**src/rtl/fetch_unit.sv**
```systemverilog
// Instruction fetch unit: PC register feeding a first-word-fall-through fetch buffer toward decode.
// Optional macro FETCH_PERF_CNT_EN adds the fetch_cnt_o push counter.
module fetch_unit #(
   parameter logic [31:0] RESET_PC   = 32'h0000_0000,
   parameter int          FIFO_DEPTH = 4
) (
   input  logic        clk,
   input  logic        rst_n,
   input  logic        fetch_en_i,
   input  logic        redirect_i,
   input  logic [31:0] redirect_pc_i,
   output logic [31:0] imem_addr_o,
   output logic        imem_en_o,
   input  logic [31:0] imem_instr_i,
   output logic        valid_o,
   input  logic        ready_i,
   output logic [31:0] instr_o,
   output logic [31:0] pc_o
`ifdef FETCH_PERF_CNT_EN
   ,output logic [31:0] fetch_cnt_o
`endif
);

   localparam int PTR_W = $clog2(FIFO_DEPTH);
   localparam int CNT_W = PTR_W + 1;

   logic [31:0]      pc_q, pc_d;
   logic [CNT_W-1:0] count_q, count_d;
   logic [PTR_W-1:0] head_q, head_d;
   logic [PTR_W-1:0] tail_q, tail_d;
   logic [63:0]      buf_mem [FIFO_DEPTH];

   logic pop_raw, pop, push, full;

   always_comb begin
      pop_raw = valid_o & ready_i;
      full    = (count_q == CNT_W'(FIFO_DEPTH));
      push    = fetch_en_i & ~redirect_i & (~full | pop_raw);
      // A redirect flushes the buffer, so any pop requested in that cycle is void.
      pop     = pop_raw & ~redirect_i;

      pc_d    = pc_q;
      count_d = count_q;
      head_d  = head_q;
      tail_d  = tail_q;

      if (redirect_i) begin
         pc_d    = {redirect_pc_i[31:2], 2'b00};
         count_d = '0;
         head_d  = '0;
         tail_d  = '0;
      end else begin
         if (push) begin
            pc_d   = pc_q + 32'd4;
            tail_d = tail_q + PTR_W'(1);
         end
         if (pop) begin
            head_d = head_q + PTR_W'(1);
         end
         case ({push, pop})
            2'b10:   count_d = count_q + CNT_W'(1);
            2'b01:   count_d = count_q - CNT_W'(1);
            default: count_d = count_q;
         endcase
      end
   end

   always_ff @(posedge clk or negedge rst_n) begin
      if (!rst_n) begin
         pc_q    <= {RESET_PC[31:2], 2'b00};
         count_q <= '0;
         head_q  <= '0;
         tail_q  <= '0;
      end else begin
         pc_q    <= pc_d;
         count_q <= count_d;
         head_q  <= head_d;
         tail_q  <= tail_d;
      end
   end

   // Storage is deliberately unreset; valid_o gating hides stale contents.
   always_ff @(posedge clk) begin
      if (push) begin
         buf_mem[tail_q] <= {pc_q, imem_instr_i};
      end
   end

   assign imem_addr_o       = pc_q;
   assign imem_en_o         = push;
   assign valid_o           = (count_q != '0);
   assign {pc_o, instr_o}   = buf_mem[head_q];

`ifdef FETCH_PERF_CNT_EN
   logic [31:0] fetch_cnt_q, fetch_cnt_d;

   always_comb begin
      fetch_cnt_d = fetch_cnt_q;
      if (push) begin
         fetch_cnt_d = fetch_cnt_q + 32'd1;
      end
   end

   always_ff @(posedge clk or negedge rst_n) begin
      if (!rst_n) begin
         fetch_cnt_q <= '0;
      end else begin
         fetch_cnt_q <= fetch_cnt_d;
      end
   end

   assign fetch_cnt_o = fetch_cnt_q;
`endif

endmodule
```
**config.mk**
```make
export PLATFORM = sky130hd
export DESIGN_NAME = fetch_unit
export DESIGN_NICKNAME = d
export VERILOG_FILES = /design/src/rtl/fetch_unit.sv
export SDC_FILE = /design/constraint.sdc
export NUM_CORES = 1
export LEC_CHECK = 0
export CAP_MARGIN = 20
export CORE_MARGIN = 3
export CORE_UTILIZATION = 45
export CTS_CLUSTER_SIZE = 8
export DETAILED_ROUTE_END_ITERATION = 10
export PLACE_DENSITY_LB_ADDON = 0.08
export SYNTH_ARGS = -nofsm -noshare
export SYNTH_HDL_FRONTEND = slang
export SYNTH_SLANG_ARGS = --single-unit
```
**constraint.sdc**
```tcl
create_clock -name clk -period 9.4 [get_ports clk]
set_input_delay 2.35 -clock clk [delete_from_list [all_inputs] [get_ports clk]]
set_output_delay 2.35 -clock clk [all_outputs]
set_load 0.02 [all_outputs]
```
; ---- After elaboration in Yosys (flattened, before gate mapping)
; Memory sizes are Yosys's and may differ from the RTL's.
; Cells that the tools add are included.
[totals]
out_inout_bits = 98
regBits = 39
ram_bits = 256
latch_bits = 0
n_memories = 1
in_bits = 69
elab_cells = 34
romBits = 0
[mem_list]
columns = name, depth, width, rd, rd_ports_with_merged_regs, wr, line_no
row1 = buf_mem, 4, 64, 1, 0, 1, 31  ; logic [63:0] buf_mem [FIFO_DEPTH];
[classes]
n_mux = 10
div = 0
n_addsub = 5
reduce_logical = 4
mul = 0
bitwise = 7
shift = 0
n_lt_le_gt_ge = 0
n_eq_ne = 3
[ops]
columns = cell, count
row1 = 32-bit 2-to-1 mux, 2
row2 = 32-bit by 3-bit adder with 32-bit output (second input constant), 1
row3 = 2-bit 2-to-1 mux, 4
row4 = 3-bit one-hot mux with 2 select lines, 1
row5 = 3-bit nonzero test, 2
row6 = 2-bit by 1-bit adder with 2-bit output (second input constant), 2
row7 = 1-bit bitwise AND, 4
row8 = 2-bit nonzero test, 2
row9 = 3-bit by 1-bit adder with 3-bit output (second input constant), 1
row10 = 3-bit equality test (second input constant), 1
row11 = 3-bit 2-to-1 mux, 1
row12 = 3-bit by 1-bit subtractor with 3-bit output (second input constant), 1
row13 = 2-bit by 1-bit equality test with 1-bit output (second input constant), 1
row14 = 2-bit equality test (second input constant), 1
row15 = 1-bit 2-to-1 mux, 2
row16 = 1-bit NOT, 2
row17 = 1-bit bitwise OR, 1

; ---- Logic depth before layout (Yosys ltp)
[logic_depth]
ltp_word = 7
depth_mapped = 8
ltp_nobuf = 7

; ---- Worst setup path before layout
; OpenSTA, ideal clock, no wires.
[synth_timing]
kind = input -> output
start = input port ready_i
end = output port imem_en_o
n_path_buf = 1
arrival_time_ps = 3294
setup_slack_ps = 3756
path_stages = 4
required_ps = 7050
path_cell_list = or4b_1 -> clkbuf_1 -> nand2_1 -> nor2_1
[synth_via]
elab_chain_len = 3
[synth_lines]
columns = item, line_no
row1 = start: declaration, 16  ; input logic ready_i,
row2 = 1-bit bitwise AND, 36  ; pop_raw = valid_o & ready_i;
row3 = 1-bit bitwise OR, 38  ; push = fetch_en_i & ~redirect_i & (~full | pop_raw);
row4 = 1-bit bitwise AND, 38
row5 = end: declaration, 13  ; output logic imem_en_o,
; Every way passes these cells.

; ---- Worst setup path in the final report
; Same ends and word-level chain as after synthesis.

==> impl_metrics.tcl <==
set metrics [dict create \
    stdcell_area_um2 14100 \
    grt-ovfl-total 0 \
    skew_ns 0.00837 \
    ir_drop_mv 0.167 \
    power_mw 3.70 \
    grt_pass1_wl_um 35100 \
    dp_cells 1026 \
    fin_crit_ns 6.79 \
    core.rowCount 56 \
    busiest_layer "met2" \
    period_share_pct 72.3 \
    cp.required_ns 7.05 \
    vias 5785 \
    start_kind "input pin" \
    final_cell_mix "edfxtp_1, clkdlybuf4s50_1, mux4_2, clkbuf_16, nand2_1" \
    ys_seq_area_share_pct 75.7 \
    yosysUniqueCellTypes 35 \
    status "completed" \
    timing.fmax_ghz 0.147 \
    power_density_nw_per_um2 262 \
    dpl_worst_slack_ns 2.63 \
    drt_pass1_iterations 4 \
    dieWidth_um 163 \
    hold_viol_final 0 \
    use_met1_pct 23.3 \
    slowest_stage "or4b_1" \
    rsz0062_at_grt "false" \
    antenna_left 0 \
    start_util_pct 46.4 \
    arrival_ns 4.44 \
    postLayoutCoreUtil_pct 59.3 \
    antenna_found_initial 0 \
    path_class "in -> out" \
    cts-hold-fix-buffers 0 \
    drt-total-wl_um 22500 \
    numCtsBuffers 41 \
    min_path_type "reg -> reg" \
    holdCritStartpoint "tail_q[1]" \
    cp_max_fo 7 \
    synthFlopType "edfxtp_1" \
    syn-cell-area_um2 11100 \
    r2r_setup_slack_ns 6.70 \
    setup-violations-final 0 \
    core_area_um2 23800 \
    synth_top_area_share_pct 67.3 \
    ys_seq_elements 285 \
    holdPathStages 2 \
    cpMostUsedCell "clkdlybuf4s50_1" \
    yosysTopAreaCell "edfxtp_1" \
    slew_violations 0 \
    cp_cell_sequence "clkdlybuf4s50_1, or4b_1, nand2_1, nor2_1, clkdlybuf4s50_1" \
    worstReg2RegStart "imem_addr_o[6]" \
    syn_inst 571 \
    setup_ws_ns 2.61 \
    io_pins 167 \
    clkSlewWorstSetupHoldPaths_ns 0.05 \
    cp-startpoint "ready_i" \
    syn_to_final_growth_pct 27.6 \
    diodes 0 \
    drt_iter0_markers 413 \
    ys_top_cells_by_area "edfxtp_1, mux4_2, dfrtp_1" \
    hold_slack_ns 0.593 \
    r2r_cells 5 \
    dpl.hpwl_um 12700 \
    htree_levels 2 \
    cts.path.max_buffers 3 \
    grt.total_usage_pct 17.3 \
    p_leak_nw 4.64 \
    grt_pass1_vias 6124 \
    die_h_um 163 \
    grt_start_max_net_pins 65 \
    drv_cap 0 \
    relSlewSlack_pct 31.2 \
    yosysWarnings 0 \
    synth-async-reset-ratio_pct 13.0 \
    endpoint_kind "output port" \
    holdPathEnd "tail_q[1]" \
    clkLatencyLatePin_ns 0.51 \
    synth-edff-count 248 \
    final_nets 825 \
    cpPeakStageDelay_ns 0.63 \
    worstMarginPinSlew_ns 1.03 \
    gp_congestion 0.797 \
    drive_gt1_share_pct 15.8 \
    post_cts_resized 0 \
    syn_avg_cell_area_um2 19.4 \
    finalSetupTns_ns 0 \
    cts_root_buf "clkbuf_16" \
    vias_per_cell 5.33 \
    layout.cells.most_common "edfxtp_1" \
    tritoncts "built" \
    grt_use_met2_pct 28.6 \
    r2r_end "imem_addr_o[31]" \
    dieArea_um2 26500 \
    use_met3_pct 3.76 \
    postPlaceCellArea_um2 13000 \
    fin_cells 1085 \
    avgRoutedWirePerCell_um 20.7 \
    cts_setup_buffers 0 \
    drc_errors 0 \
    io_buffers 160 \
    clock-sinks 285 \
]
[cell type report]
class	count	area, um^2
Sequential cell	285	8380
Clock buffer	57	1130
Tap cell	319	399
Fill cell	1817	9700
Inverter	8	30.0
Multi-Input combinational cell	252	2560
Timing Repair Buffer	162	1610
Clock inverter	2	13.8
[sequential cells by signal (all words and copies together), names as in the netlist]
signal,flops
buf_mem,248
count_q,3
head_q,2
imem_addr_o,30
tail_q,2
[cells by family after synthesis]
group | synth area share (%)
adders and majority gates | 0.746
AOI/OAI and AO/OA | 1.55
muxes | 13.0
DFF | 75.7
other | 0.0339
xor gates and xnor gates | 2.61
and+or+nand+nor | 5.00
buffers and inverters | 1.39
[layer usage]
metal | vias up | share of wire [%]
li1 | 2622 | -
met1 | 2959 | 42
met2 | 159 | 50
met3 | 45 | 5.5
met4 | 0 | 2.4
met5 | - | 0
[synth_stat cells (6+ instances only)]
library cell and instances:
buf_1 6, clkbuf_1 19, dfrtp_1 37, edfxtp_1 248, inv_1 8, mux4_2 62, nand2_1 39, nand3_1 17
nor2_1 14, nor4_1 11, o21ai_0 28, xnor2_1 21, xor2_1 12
[how the worst max path moves through the flow]
stage                           end  depth (start not counted)
final                     imem_en_o                          5
after global routing      imem_en_o                          5
after CTS                 imem_en_o                          5
after detailed placement  imem_en_o                          5
after global placement    imem_en_o                          5
after floorplan           imem_en_o                          4
[worst max-delay path, delay by kind of cell]
kind                   cells  cell delay, ns
buffers and inverters      2            1.06
and+or+nand+nor            3            1.02
[where the power goes]
part,internal [mW],switching (mW),total [mW]
Combinational,0.448,0.392,0.840
Clock,0.819,0.478,1.30
Sequential,1.47,0.101,1.57
Total,2.73,0.971,3.70
No activity file was read; power rests on OpenSTA's default activity.
